--- config.mk ---
export PLATFORM = sky130hd
export DESIGN_NAME = cross_ctrl
export DESIGN_NICKNAME = d
export VERILOG_FILES = /design/src/rtl/cross_ctrl.sv
export SDC_FILE = /design/constraint.sdc
export NUM_CORES = 1
export LEC_CHECK = 0
export ABC_AREA = 1
export CAP_MARGIN = 10
export CORE_UTILIZATION = 45
export CTS_BUF_LIST = sky130_fd_sc_hd__clkbuf_2
export DETAILED_ROUTE_END_ITERATION = 7
export GPL_TIMING_DRIVEN = 1
export PLACE_DENSITY = 0.76
export SYNTH_ARGS = -nofsm -noshare
export SYNTH_HDL_FRONTEND = slang
export SYNTH_SLANG_ARGS = --single-unit
export TNS_END_PERCENT = 20
--- constraint.sdc ---
create_clock -name clk -period 1.5 [get_ports clk]
set_input_delay 0.225 -clock clk [delete_from_list [all_inputs] [get_ports clk]]
set_output_delay 0.225 -clock clk [all_outputs]
set_load 0.02 [all_outputs]
--- src/rtl/cross_ctrl.sv ---
// cross_ctrl: two-road intersection controller with a pedestrian walk phase
// and a night-time flashing-yellow mode. Road A rests on green. All lamp
// outputs are decoded from the state register and the blink bit only.
module cross_ctrl #(
  parameter int unsigned T_GREEN_A = 4,
  parameter int unsigned T_GREEN_B = 3,
  parameter int unsigned T_YEL     = 1,
  parameter int unsigned T_ALLRED  = 1,
  parameter int unsigned T_WALK    = 3,
  parameter int unsigned T_FLASH   = 2
) (
  input  logic       clk,
  input  logic       reset,
  input  logic       modo,
  input  logic       sens_a,
  input  logic       sens_b,
  input  logic       ped_req,
  output logic [2:0] A,
  output logic [2:0] B,
  output logic       walk,
  output logic       ped_wait
);

  typedef enum logic [2:0] {
    A_GREEN, A_YEL, RED1, WALK, B_GREEN, B_YEL, RED2, FLASH
  } state_e;

  localparam logic [2:0] LAMP_RED  = 3'b100;
  localparam logic [2:0] LAMP_YEL  = 3'b010;
  localparam logic [2:0] LAMP_GRN  = 3'b001;
  localparam logic [2:0] LAMP_DARK = 3'b000;

  // Last dwell-count value of each timed state (duration N exits at N-1).
  localparam logic [7:0] GA_LAST = 8'(T_GREEN_A - 1);
  localparam logic [7:0] GB_LAST = 8'(T_GREEN_B - 1);
  localparam logic [7:0] YL_LAST = 8'(T_YEL - 1);
  localparam logic [7:0] AR_LAST = 8'(T_ALLRED - 1);
  localparam logic [7:0] WK_LAST = 8'(T_WALK - 1);
  localparam logic [7:0] FL_LAST = 8'(T_FLASH - 1);

  state_e     state_q, state_d;
  logic [7:0] cnt_q, cnt_d;
  logic       ped_wait_q, ped_wait_d;
  logic       blink_q, blink_d;

  // Road A presence is informational only: A is the rest road.
  logic unused_sens_a;
  assign unused_sens_a = sens_a;

  // Next-state logic: timed phases exit at cnt==N-1; A green waits for demand.
  // NOTE: every always_comb output gets a default first so no latch is inferred.
  always_comb begin
    state_d = state_q;
    unique case (state_q)
      A_GREEN: if (cnt_q == GA_LAST && (modo || sens_b || ped_wait_q)) state_d = A_YEL;
      A_YEL:   if (cnt_q == YL_LAST) state_d = RED1;
      RED1: begin
        if (cnt_q == AR_LAST) begin
          if (modo)            state_d = FLASH;
          else if (ped_wait_q) state_d = WALK;
          else                 state_d = B_GREEN;
        end
      end
      WALK:    if (cnt_q == WK_LAST) state_d = B_GREEN;
      B_GREEN: if (cnt_q == GB_LAST) state_d = B_YEL;
      B_YEL:   if (cnt_q == YL_LAST) state_d = RED2;
      RED2:    if (cnt_q == AR_LAST) state_d = A_GREEN;
      FLASH:   if (!modo) state_d = RED2;
      default: state_d = A_GREEN;
    endcase
  end

  // Dwell counter and blink bit: clear on state change, saturate in A green,
  // wrap every half-period in FLASH with a blink toggle.
  always_comb begin
    cnt_d   = cnt_q + 8'd1;
    blink_d = blink_q;
    if (state_d != state_q) begin
      cnt_d   = 8'd0;
      blink_d = (state_d == FLASH);
    end else if (state_q == A_GREEN && cnt_q == GA_LAST) begin
      cnt_d = cnt_q;
    end else if (state_q == FLASH && cnt_q == FL_LAST) begin
      cnt_d   = 8'd0;
      blink_d = !blink_q;
    end
  end

  // Pedestrian latch: set by the button outside WALK/FLASH, cleared on entry
  // to either of them; the clear takes priority over a same-cycle press.
  always_comb begin
    ped_wait_d = ped_wait_q;
    if (state_d != state_q && (state_d == WALK || state_d == FLASH)) begin
      ped_wait_d = 1'b0;
    end else if (ped_req && state_q != WALK && state_q != FLASH) begin
      ped_wait_d = 1'b1;
    end
  end

  // State registers with synchronous reset back to a fresh A green.
  // NOTE: sequential state uses non-blocking assignments so every flop samples pre-edge values.
  always_ff @(posedge clk) begin
    if (reset) begin
      state_q    <= A_GREEN;
      cnt_q      <= 8'd0;
      ped_wait_q <= 1'b0;
      blink_q    <= 1'b0;
    end else begin
      state_q    <= state_d;
      cnt_q      <= cnt_d;
      ped_wait_q <= ped_wait_d;
      blink_q    <= blink_d;
    end
  end

  // Moore lamp decode from state and blink bit.
  always_comb begin
    A    = LAMP_RED;
    B    = LAMP_RED;
    walk = 1'b0;
    unique case (state_q)
      A_GREEN: A = LAMP_GRN;
      A_YEL:   A = LAMP_YEL;
      WALK:    walk = 1'b1;
      B_GREEN: B = LAMP_GRN;
      B_YEL:   B = LAMP_YEL;
      FLASH: begin
        A = blink_q ? LAMP_YEL : LAMP_DARK;
        B = blink_q ? LAMP_YEL : LAMP_DARK;
      end
      default: ;
    endcase
  end

  assign ped_wait = ped_wait_q;

endmodule

# --- Yosys cells after proc, flatten, opt, wreduce, memory -nomap -nowiden ---
# Index checks and enable logic that the tools add are counted.
totals:
  reg_bits: 13
  in_bits: 6
  output_inout_bits: 8
classes:
  muxes: 19
  addsub: 1
  n_reduce_logical: 16
  eq_ne: 16
op_table:
  columns: ["cell", "count"]
  rows:
  - ["$mux W3", 10]
  - ["$pmux W3 S8", 1]
  - ["$pmux W3 S3", 2]
  - ["$eq A8 B2 Y1 const B", 2]
  - ["$eq A3 B3 Y1 const B", 5]
  - ["$eq A3 B2 Y1 const B", 3]
  - ["$add A8 B1 Y8 const B", 1]
  - ["$eq A8 B1 Y1 const B", 1]
  - ["$logic_not A8 Y1", 1]
  - ["$mux W8", 1]
  - ["$logic_and A1 B1 Y1", 6]
  - ["$mux W1", 4]
  - ["$reduce_or A2 Y1", 2]
  - ["$eq A3 B1 Y1 const B", 1]
  - ["$logic_not A3 Y1", 1]
  - ["$logic_or A1 B1 Y1", 3]
  - ["$ne A3 B2 Y1 const B", 1]
  - ["$ne A3 B3 Y1", 1]
  - ["$ne A3 B3 Y1 const B", 1]
  - ["$mux W2", 1]
  - ["$ne A2 B2 Y1 const B", 1]
  - ["$reduce_and A2 Y1", 1]
  - ["$reduce_bool A2 Y1", 1]
  - ["$logic_not A1 Y1", 1]

# --- Longest topological paths before layout ---
depth:
  word_depth: 9
  mapped_depth: 16
  ltp_nobuf: 16

# --- Least setup slack after synthesis ---
# No wires, ideal clock.
synth_path:
  kind: "register -> register"
  start: "reg state_q[2]"
  end: "reg blink_q"
  n_path_buf: 1
  t_required_ns: 1.444
  setup_ns: 0.056
  stages_incl_launch_ff: 14
  arrival_ns: 1.684
  path_slack_ns: -0.240
  path_cell_list: "dfxtp_1 -> buf_6 -> inv_2 -> nor3_1 -> nand2_1 -> nand3_1 -> nor2_2 -> nand3_2 -> nand2_1 -> nand2_2 -> nand3_4 -> nand2_2 -> nand2_1 -> inv_1"
synth_via:
  elab_chain_len: 5
synth_lines:
  columns: ["item", "line_no", "rtl"]
  rows:
  - ["from (decl)", "41", "state_e state_q, state_d;"]
  - ["from (signal assigned)", "109", "state_q <= state_d;"]
  - ["$eq A3 B3 Y1, or another cell as far along", "54, 83", null]
  - ["$pmux W3 S8", "54", "unique case (state_q)"]
  - ["$ne A3 B3 Y1", "78", "if (state_d != state_q) begin"]
  - ["$ne A2 B2 Y1 (no line) or $reduce_bool A2 Y1 (tied branches)", null, null]
  - ["$reduce_and A2 Y1 (no line)", null, null]
  - ["to (signal assigned)", "112", "blink_q <= blink_d;"]
  - ["to (decl)", "44", "logic blink_q, blink_d;"]
# Several ways; a longest one is shown, not always the timed one.
# A chain may end at the register's enable or synchronous reset.

# --- Worst setup path after layout ---
layout_path:
  start: "reg cnt_q[0]"
  end: "reg cnt_q[2]"
layout_via:
  elab_chain_len: 6
layout_lines:
  columns: ["item", "line_no", "rtl"]
  rows:
  - ["from (decl)", "42", "logic [7:0] cnt_q, cnt_d;"]
  - ["from (signal assigned)", "110", "cnt_q <= cnt_d;"]
  - ["$eq A8 B2 Y1", "55, 81", null]
  - ["$logic_and A1 B1 Y1", "55", "A_GREEN: if (cnt_q == GA_LAST && (modo || sens_b || ped_wait_q)) state_d = A_YEL;"]
  - ["$mux W3", "55", null]
  - ["$pmux W3 S8", "54", null]
  - ["$ne A3 B3 Y1", "78", null]
  - ["$reduce_or A2 Y1 (no line)", null, null]
# Several ways; a longest one is shown, not always the timed one.

==> impl_metrics.ini <==
[logic_synthesis]
parity_gate_share_of_the_synthesized_area_counting_xor_and_xnor_cells_pct = 3.52
synth_mux_area_share_pct = 0
mappedNetlistArea_um2 = 996
synth.yosys.seq_area_share_pct = 26.1
netlist_instances = 141
synth_area_per_cell_um2 = 7.06
yosys.area_share.adder_pct = 5.03
async_flop_share_pct = 0
synth_top_area_share_pct = 26.1
yosys_most_used_dff = dfxtp_1
yosys_warnings = 0
post_synth_cell_types = 26
synth-compound-area-share_pct = 6.91
synth_commonest_cells = nand2_1 (22), inv_1 (18), nor2_1 (15), dfxtp_1 (13), nand2_2 (12)
synthesis.nets = 151
count_of_flip_flops_with_a_built_in_enable_after_synthesis = 0
synth_top_cell_by_area = dfxtp_1
synth_top_family_by_area = simple AND/OR/NAND/NOR gates
synth_area_leaders = dfxtp_1 (26%), nand2_1 (8.3%), nand2_2 (7.5%)
synthSimpleGateAreaFrac_pct = 46.9
leading_cell_type_by_number_of_instances_after_synthesis = nand2_1
synth-seq-cells = 13

[floorplan]
start_util_pct = 49.3
design.portCount = 14
die_height_um = 49.0
die_width_um = 49.0
core.rowCount = 16
core_um2 = 2020
die_area_um2 = 2410

[sta]
timing.final.max_slew_violations = 0
fmax_mhz = 630
hold_viol = 0
slew-limit-headroom_pct = 84.7
post-route-period-util_pct = 106
finalSetupViolCount = 10
hold_ws_ns = 0.603
timing.final.crit_period_ns = 1.59
setup_slack_ns = -0.0863
finClkSkew_ns = 0.00957
worst_slew_pin_slew_ns = 0.227
rsz0062_at_grt = true

[detailed_routing]
postRouteAntennaNets = 0
remaining_drc_errors = 0
routed_via_density = 4.84
drt-pass1-iter-count = 4
route.detailed.wl_per_inst_um = 11.7
routed_wirelength_um = 2520
via_count = 1040
drtIter0Drc = 34

[critical_path]
arr_time_crit_path_ns = 1.78
timing.critical_path.required_ns = 1.69
rr_worst_depth = 14
r2r_end = cnt_q[2]
timing.critical_path.fanout_max = 4
crit-reg2reg-launch = cnt_q[0]
crit_start_category = register
crit_path_end_kind = register
timing_worst_setup_path_type = register to register
rrSetupSlack_ns = -0.09

[layout]
nFillCells = 149
fin_nets = 199
post_route_cells_drive_above_1_share_pct = 55.3
syn2layout_area_growth_pct = 49.4
multiInputGateArea_um2 = 733
seqCellArea_um2 = 269
diodes = 0
finalNonFillerCells = 215

[clock_tree]
cts.sink_count = 13
cts_htree_levels = 1
tritoncts.num_buffers = 3
cts.reportedPaths.clkPinSlew_ns = 0.13
tritoncts = done
cts_buffer_depth = 2
cts_root_buffer = clkbuf_2
post_cts_hold_fix_bufs = 0
worstSkewPairLatency_ns = 0.25

[global_route]
global_route_wire_length_before_repair_um = 3790
grt_overflow_total = 0
maximum_number_of_pins_on_one_net_before_global_route_repair = 10
first_global_vias = 963
global_route.usage.total_pct = 20.0
antenna_found_initial = 0

[worst_hold_path]
hold_path_startpoint = ped_wait
hold_depth = 4
holdPathEnd = ped_wait
hold_path_class = register to register

[placement]
routabilityCongestion = 0.878
count_of_port_buffers_added_during_placement = 12
place_hpwl_um = 1910
placed_cells = 207

[power_and_ir_drop]
share_clk_of_total_power_pct = 11.7
powerDensity_nw_per_um2 = 1010
vdd_ir_drop_max_v = 0.000630
p_leak_nw = 0.736
internal_portion_of_total_power_w = 0.000858
total_switching_power_w = 0.000652
finalPower_w = 0.00151
power.share.sequential_pct = 30.5
netSwitchingFraction_pct = 43.2
combinationalPowerShare_pct = 57.7

[outcome]
result_of_the_run = finished, violations left
violations = negative setup slack

[run]
maxCapViolations = 0
==> metrics by stage <==
stage                     setup slack, ns  setup TNS [ns]  area [um^2]  utilization [%]
after floorplan                   -0.0252         -0.0252         1020                -
after global placement             -0.232           -2.15         1370             67.5
after detailed placement           -0.279           -2.64         1370             67.5
after CTS                          -0.150           -1.30         1400             69.0
after global routing               -0.192           -1.77         1490             73.6
final                             -0.0863          -0.662         1490             73.6
==> worst max-delay path by stage <==
stage / start / end / slack, ns
2_1_floorplan: cnt_q[0] / blink_q / -0.03
4_1_cts: cnt_q[0] / cnt_q[5] / -0.15
3_3_place_gp: modo / blink_q / -0.23
5_1_grt: cnt_q[0] / cnt_q[5] / -0.19
3_5_place_dp: modo / blink_q / -0.28
6_report: cnt_q[0] / cnt_q[2] / -0.09
==> state kept, by name, indices dropped and copies added (netlist names) <==
name      flops
blink_q       1
ped_wait      1
state_q       3
cnt_q         8
==> layout by cell type (no fill, tap or decap), drive strengths merged <==
master / count
buf: 36
nand2: 35
nor2: 25
inv: 24
dfxtp: 13
nand3: 13
o21ai: 7
clkbuf: 6
nor3: 6
a21oi: 4
clkdlybuf4s50: 4
ha: 4
xor2: 3
nand4: 2
and3: 1
xnor2: 1
nor4: 1
a31oi: 1
dlymetal6s2s: 1
dlygate4sd2: 1
==> what timing repair did <==
item                                    in CTS  in global routing
pin swaps                                    0                  8
hold endpoints to repair                     0                  0
cloned                                       0                  1
endpoints found under the setup margin      17                 19
setup buffers                                0                  3
gates resized for setup                     21                 32
==> kinds of logic after synthesis <==
kind of cell	count (synthesis)
compound gates	12
xor+xnor	4
fa+ha+maj	4
buf+inv	26
flops	13
simple gates	82
==> critical path, cell delays in order, from the launching register on <==
cell,delay (ns)
dfxtp_2,0.36
inv_4,0.08
ha_4,0.14
inv_2,0.04
nor2_4,0.11
nand3_2,0.09
nand2_2,0.08
nand2_1,0.06
nand2_2,0.09
nand2_2,0.07
nand2_2,0.06
nand2_2,0.05
inv_4,0.07
nand3_2,0.10
nor2_1,0.13
==> power by group through the flow <==
stage	Combinational (W)	Sequential, W	Clock (W)
floorplan	0.000466	0.000452	0
global placement	0.000716	0.000449	0
detailed placement	0.000733	0.000451	0
CTS	0.000737	0.000446	0.000185
global route	0.000948	0.000467	0.000201
finish	0.000872	0.000461	0.000177
==> routing by layer <==
metal	global-route usage [%]	part of all wire [%]	routed length, um
met2	36.8	51	1290
met3	1.87	4.5	114
met5	0	0	0
met4	6.86	2.1	54
met1	24.0	42	1060
==> final cells by class <==
class / count / area share, %
multi-input cells: 103 / 49.3
repair buffers: 44 / 22.3
flip-flops and latches: 13 / 18.1
inverters: 24 / 6.73
well taps: 27 / 2.27
clock buffers: 4 / 1.35
No activity file was read; power rests on OpenSTA's default activity.
